==> config.mk <==
export PLATFORM = sky130hd
export DESIGN_NAME = permute_flat
export DESIGN_NICKNAME = d
export VERILOG_FILES = /design/src/rtl/permute_if.sv /design/src/rtl/permute.sv /design/src/flat_wrapper.sv
export SDC_FILE = /design/constraint.sdc
export NUM_CORES = 1
export LEC_CHECK = 0
export CAP_MARGIN = 20
export CORE_MARGIN = 2
export CORE_UTILIZATION = 35
export CTS_CLUSTER_DIAMETER = 50
export DETAILED_ROUTE_END_ITERATION = 6
export PLACE_DENSITY = 0.66
export REMOVE_ABC_BUFFERS = 1
export SYNTH_ARGS = -nofsm -noshare
export SYNTH_HDL_FRONTEND = slang
export SYNTH_SLANG_ARGS = --single-unit
==> constraint.sdc <==
create_clock -name clk -period 1.1 [get_ports clk]
set_input_delay 0.22 -clock clk [delete_from_list [all_inputs] [get_ports clk]]
set_output_delay 0.22 -clock clk [all_outputs]
set_load 0.01 [all_outputs]
==> src/rtl/permute_if.sv <==
// permute_if: command/result bundle for the permute unit.
//   key   : 32-bit word to permute (bit 31 = DES bit 1)
//   perm  : command byte, [7] enable, [6:2] rotate-left amount, [1:0] mode
//   dout  : registered permuted/rotated result
//   valid : high for one cycle after each enabled command
// The master modport drives commands; the slave modport (permute) returns results.
interface permute_if #(
   parameter int unsigned WIDTH = 32
);
   logic [WIDTH-1:0] key;
   logic [7:0]       perm;
   logic [WIDTH-1:0] dout;
   logic             valid;

   modport master (
      output key,
      output perm,
      input  dout,
      input  valid
   );

   modport slave (
      input  key,
      input  perm,
      output dout,
      output valid
   );
endinterface

==> src/rtl/permute.sv <==
// permute: registered 32-bit bit-permutation unit for the DES datapath.
// A fixed permutation chosen by perm[1:0] is applied to key, and the result is
// then rotated left by perm[6:2]. When perm[7] is high at a rising edge, the
// result is captured into dout and valid pulses the following cycle.
// Ports:
//   clk : rising-edge clock
//   rst : asynchronous active-high reset (clears dout and valid)
//   bus : permute_if slave (key, perm in; dout, valid out)
// Modes: 00 identity, 01 DES P-box, 10 inverse P-box, 11 bit-reverse.
module permute #(
   parameter int unsigned WIDTH = 32
) (
   input  logic         clk,
   input  logic         rst,
   permute_if.slave     bus
);

   typedef enum logic [1:0] {
      MODE_IDENT = 2'b00,
      MODE_PBOX  = 2'b01,
      MODE_INVP  = 2'b10,
      MODE_BREV  = 2'b11
   } mode_t;

   // DES P table, 1-based and MSB-first: output bit i takes input bit PTAB[i-1].
   localparam int unsigned PTAB [32] = '{
      16,  7, 20, 21, 29, 12, 28, 17,
       1, 15, 23, 26,  5, 18, 31, 10,
       2,  8, 24, 14, 32, 27,  3,  9,
      19, 13, 30,  6, 22, 11,  4, 25
   };

   // DES bit n (1-based, MSB-first) lives at vector index 32-n.
   function automatic logic [4:0] des_idx(input int unsigned n);
      return 5'(32 - n);
   endfunction

   function automatic logic [WIDTH-1:0] pbox(input logic [WIDTH-1:0] d);
      logic [WIDTH-1:0] r;
      r = '0;
      for (int unsigned i = 0; i < 32; i++) begin
         r[des_idx(i + 1)] = d[des_idx(PTAB[i])];
      end
      return r;
   endfunction

   // Inverse uses the same table with source and destination swapped,
   // which is exactly the inverse mapping since P is a bijection.
   function automatic logic [WIDTH-1:0] invpbox(input logic [WIDTH-1:0] d);
      logic [WIDTH-1:0] r;
      r = '0;
      for (int unsigned i = 0; i < 32; i++) begin
         r[des_idx(PTAB[i])] = d[des_idx(i + 1)];
      end
      return r;
   endfunction

   function automatic logic [WIDTH-1:0] bitrev(input logic [WIDTH-1:0] d);
      logic [WIDTH-1:0] r;
      r = '0;
      for (int unsigned i = 0; i < 32; i++) begin
         r[5'(i)] = d[5'(31 - i)];
      end
      return r;
   endfunction

   // Rotate-left via a doubled word: the upper half of {d,d} << n is rotl(d, n).
   function automatic logic [WIDTH-1:0] rotl(input logic [WIDTH-1:0] d,
                                             input logic [4:0]       n);
      logic [2*WIDTH-1:0] dbl;
      dbl = {d, d} << n;
      return dbl[2*WIDTH-1:WIDTH];
   endfunction

   mode_t            mode;
   logic             en;
   logic [4:0]       rot;
   logic [WIDTH-1:0] permuted;
   logic [WIDTH-1:0] result;

   assign en   = bus.perm[7];
   assign rot  = bus.perm[6:2];
   assign mode = mode_t'(bus.perm[1:0]);

   always_comb begin
      permuted = bus.key;
      unique case (mode)
         MODE_IDENT: permuted = bus.key;
         MODE_PBOX:  permuted = pbox(bus.key);
         MODE_INVP:  permuted = invpbox(bus.key);
         MODE_BREV:  permuted = bitrev(bus.key);
      endcase
   end

   always_comb begin
      result = rotl(permuted, rot);
   end

   always_ff @(posedge clk or posedge rst) begin
      if (rst) begin
         bus.dout  <= '0;
         bus.valid <= 1'b0;
      end else begin
         bus.valid <= en;
         if (en) begin
            bus.dout <= result;
         end
      end
   end

endmodule

==> src/flat_wrapper.sv <==
// flat-port wrapper written by rule: the top's interface ports become plain ports
module permute_flat 
#(
   parameter int unsigned WIDTH = 32
)
  (clk, rst, bus_key, bus_perm, bus_dout, bus_valid);
  permute_if #(.WIDTH(WIDTH)) bus_i ();
  input  logic clk;
  input  logic rst;
  input wire logic [$bits(bus_i.key)-1:0] bus_key;
  input wire logic [$bits(bus_i.perm)-1:0] bus_perm;
  output wire logic [$bits(bus_i.dout)-1:0] bus_dout;
  output wire logic [$bits(bus_i.valid)-1:0] bus_valid;
  assign bus_i.key = bus_key;
  assign bus_i.perm = bus_perm;
  assign bus_dout = bus_i.dout;
  assign bus_valid = bus_i.valid;
  permute #(.WIDTH(WIDTH)) u_core (.clk(clk), .rst(rst), .bus(bus_i));
endmodule
==> reports/summary.log <==
qor: setup_path.timing.reg2reg.setup_slack 190 ps
qor: sta.tightest_slew_margin_relative_to_the_limit 0.3983
qor: place.port_buffers 74
qor: route.drt.antenna.violating_nets 0
qor: setup_path.cp_data_arrival_time 2380 ps
qor: power_and_ir_drop.clock_power_share 0.190
qor: route.first_iter_violations 431
qor: synth.syn-mean-instance-area 10.02 um^2
qor: setup_path.critPathRequiredTime 1320 ps
qor: sta.fin_tns_setup -31420 ps
qor: cells_and_area.final_core_area_utilization 0.6021
qor: setup_path.worstSetupStartpoint bus_perm[1]
qor: power_and_ir_drop.worst_ir_drop_vdd 0.0004804 V
qor: route.dr_wl_met3 1.559 mm
qor: synth.synth-seq-area-share 0.1746
qor: floorplanning.fp.dieH 120.2 um
qor: sta.final-max-slew-violation-count 0
qor: place.dp.final_hpwl 15.37 mm
qor: route.wire_per_inst 23.43 um
qor: cells_and_area.layout.cells.most_common sky130_fd_sc_hd__buf_4
qor: route.drt_wl_total 21.01 mm
qor: synth.yosys_most_used_dff sky130_fd_sc_hd__dfrtp_1
qor: cells_and_area.final_cell_mix sky130_fd_sc_hd__buf_4, sky130_fd_sc_hd__mux4_2, sky130_fd_sc_hd__buf_2
qor: sta.post_route_hold_slack 285.9 ps
qor: setup_path.worstSetupPathType input pin to register
qor: grt.grt_overflow 0
qor: sta.period_share 1.966
qor: power_and_ir_drop.p_per_area 919.5 nW/um^2
qor: synth.synth.distinct_cells 49
qor: clocking.cts_tree built
qor: power_and_ir_drop.power.static_leakage 0.003467 uW
qor: setup_path.element_type_at_the_critical_path_start input pin
qor: setup_path.timing.rr.start u_core.bus.dout[5]
qor: floorplanning.die_area 14460 um^2
qor: clocking.h-tree-depth 2
qor: clocking.worstSkewPairLatency 280 ps
qor: grt.antenna_found_initial 0
qor: route.remaining_drc_errors 0
qor: clocking.cts.sink_count 33
qor: synth.postSynthCellCount 472
qor: run_status.outcome complete, but fails checks
qor: route.topRoutingLayerUsed met4
qor: run_status.failed_checks setup timing
qor: floorplanning.die_width 120.2 um
qor: clocking.cts-buffers-inserted 5
qor: setup_path.rr_worst_depth 2
qor: sta.clock_skew 0 ps
qor: sta.report.final.setup_viol 32
qor: min_path.hp-class input pin to async pin
qor: sta.setup_slack_of_the_critical_path_after_layout -1062 ps
qor: floorplanning.start_util 0.3571
qor: sta.rsz0062_at_grt yes
qor: synth.synth_edf_count 0
qor: power_and_ir_drop.switching_component_of_the_power 2714 uW
qor: clocking.cts_root_buf sky130_fd_sc_hd__clkbuf_16
qor: sta.worst_pin_slew 900.6 ps
qor: route.drt_first_pass_iters 7
qor: clocking.postCtsHoldBufs 0
qor: cells_and_area.final_net_count 763
qor: power_and_ir_drop.power.share.sequential 0.210
qor: route.post_route_met1_wirelength 7.978 mm
qor: power_and_ir_drop.combinationalPowerShare 0.600
qor: run.max_cap_viol_count 0
qor: sta.min_period 2162 ps
qor: route.routed-via-count 5646
qor: synth.synth-async-reset-ratio 1.000
qor: cells_and_area.num_antenna_cells 0
qor: sta.timing_hold_violations_final 0
qor: cells_and_area.fillerInstances 1109
qor: cells_and_area.final_cells 897
qor: cells_and_area.syn2layout_area_growth 68.60%
qor: synth.synth-warning-count 0
qor: grt.via_count_of_the_first_global_routing_pass 5774
qor: power_and_ir_drop.switching_share 0.3701
qor: floorplanning.core_region_area 13240 um^2
qor: synth.post_synthesis_cell_area 4730 um^2
qor: place.place.gp.congestion 1.004
qor: setup_path.terminus_of_the_critical_flop_to_flop_path u_core.bus.dout[5]
qor: sta.max_clock_freq 462.4 MHz
qor: floorplanning.row_cnt 42
qor: grt.grt_pass1_wl 32.21 mm
qor: power_and_ir_drop.intPower 4618 uW
qor: grt.grtUsageTotal 0.2878
qor: route.route.detailed.vias_per_inst 6.294
qor: clocking.clk_transition_reported_paths 50 ps
qor: setup_path.setup.worst_path.end_class register
qor: floorplanning.design.portCount 75
qor: cells_and_area.share_of_cells_above_drive_strength_1 0.6089
qor: setup_path.worst-path-max-fanout 6
qor: clocking.cts_buffer_depth 2
qor: cells_and_area.post-route-cell-area 7974 um^2
qor: route.met2RoutedLength 10.52 mm
qor: synth.yosys_register_bits 33
qor: grt.grt_max_degree 34
qor: place.dp_cells 851
qor: place.place_area 6874 um^2
==> cell type report <==
class	count	area [um^2]	area share
timing repair buffer	287	2504	0.3140
tap	176	220.2	0.02762
sequential	33	825.8	0.1036
inverter	9	38.79	0.004864
clock buffer	7	142.6	0.01789
multi-input combinational	385	4243	0.5321
==> worst max path at each step <==
stage                                     end  slack [ps]  depth (start not counted)
final                      u_core.bus.dout[9]       -1060                         11
after global routing      u_core.bus.dout[27]       -1100                          8
after CTS                 u_core.bus.dout[30]       -1050                          7
after detailed placement  u_core.bus.dout[22]       -1770                          8
after global placement     u_core.bus.dout[6]       -1720                          7
after floorplan           u_core.bus.dout[10]       -1110                          5
==> Yosys cell counts, types with 6 or more instances <==
cell type,number,area (um^2)
sky130_fd_sc_hd__nor2_1,22,82.58
sky130_fd_sc_hd__a22oi_1,13,97.59
sky130_fd_sc_hd__and2_1,9,56.30
sky130_fd_sc_hd__a221o_1,14,140.1
sky130_fd_sc_hd__mux2i_1,64,640.6
sky130_fd_sc_hd__buf_2,8,40.04
sky130_fd_sc_hd__mux2_2,12,135.1
sky130_fd_sc_hd__clkbuf_1,26,97.59
sky130_fd_sc_hd__dfrtp_1,33,825.8
sky130_fd_sc_hd__o21ai_0,13,65.06
sky130_fd_sc_hd__nand3_1,6,30.03
sky130_fd_sc_hd__o211ai_1,8,60.06
sky130_fd_sc_hd__nor2b_1,20,125.1
sky130_fd_sc_hd__o221ai_1,22,192.7
sky130_fd_sc_hd__inv_1,6,22.52
sky130_fd_sc_hd__a21oi_1,19,95.09
sky130_fd_sc_hd__a22o_1,7,61.31
sky130_fd_sc_hd__mux4_2,52,1171
sky130_fd_sc_hd__nand2_1,25,93.84
sky130_fd_sc_hd__nand2b_1,24,150.1
==> registers in the layout, summed over array words and instances (netlist names) <==
name and cells:
u_core.bus.dout 32, u_core.bus.valid 1
==> metal layers <==
layer | global-route usage | vias up
met4 | 0.1257 | 0
met1 | 0.3497 | 2777
li1 | - | 2415
met3 | 0.04198 | 81
met5 | 0 | -
met2 | 0.5071 | 373
==> what timing repair did <==
item                                    CTS  global route
gates cloned                              6             0
pin swaps                                44            21
setup buffers                            31             5
resized for setup                       382            41
endpoints found under the setup margin   65            40
==> power by group through the flow <==
stage / Sequential [uW] / Combinational, uW / Clock (uW)
2_1_floorplan: 1650 / 1600 / 0
6_report: 1540 / 4400 / 1390
5_1_grt: 1570 / 4620 / 1450
3_3_place_gp: 1550 / 3690 / 0
3_5_place_dp: 1560 / 3750 / 0
4_1_cts: 1540 / 4200 / 1390
==> per-stage QoR <==
stage	total power, uW	setup WS [ps]
floorplan	3252	-1111
global placement	5244	-1724
detailed placement	5311	-1772
CTS	7133	-1046
global route	7633	-1103
finish	7332	-1062
==> worst max-delay path: stages <==
cell                       delay (ps)
sky130_fd_sc_hd__buf_16           130
sky130_fd_sc_hd__buf_16           140
sky130_fd_sc_hd__buf_12           140
sky130_fd_sc_hd__mux2i_2          160
sky130_fd_sc_hd__mux4_2           570
sky130_fd_sc_hd__a22oi_2          210
sky130_fd_sc_hd__o211ai_1         170
sky130_fd_sc_hd__buf_4            190
sky130_fd_sc_hd__buf_6            100
sky130_fd_sc_hd__mux2i_2          160
sky130_fd_sc_hd__a221o_1          180
==> cells by family (layout without fill, tap and decap cells) <==
kind of cell    after synthesis  after routing  synth area share
mux                         130            130            0.4180
simple gates                118            118            0.1307
buf+inv                      54            303           0.05529
flops                        33             33            0.1746
compound gates              137            137            0.2214
Note: power is estimated with default switching activity, not from simulation.
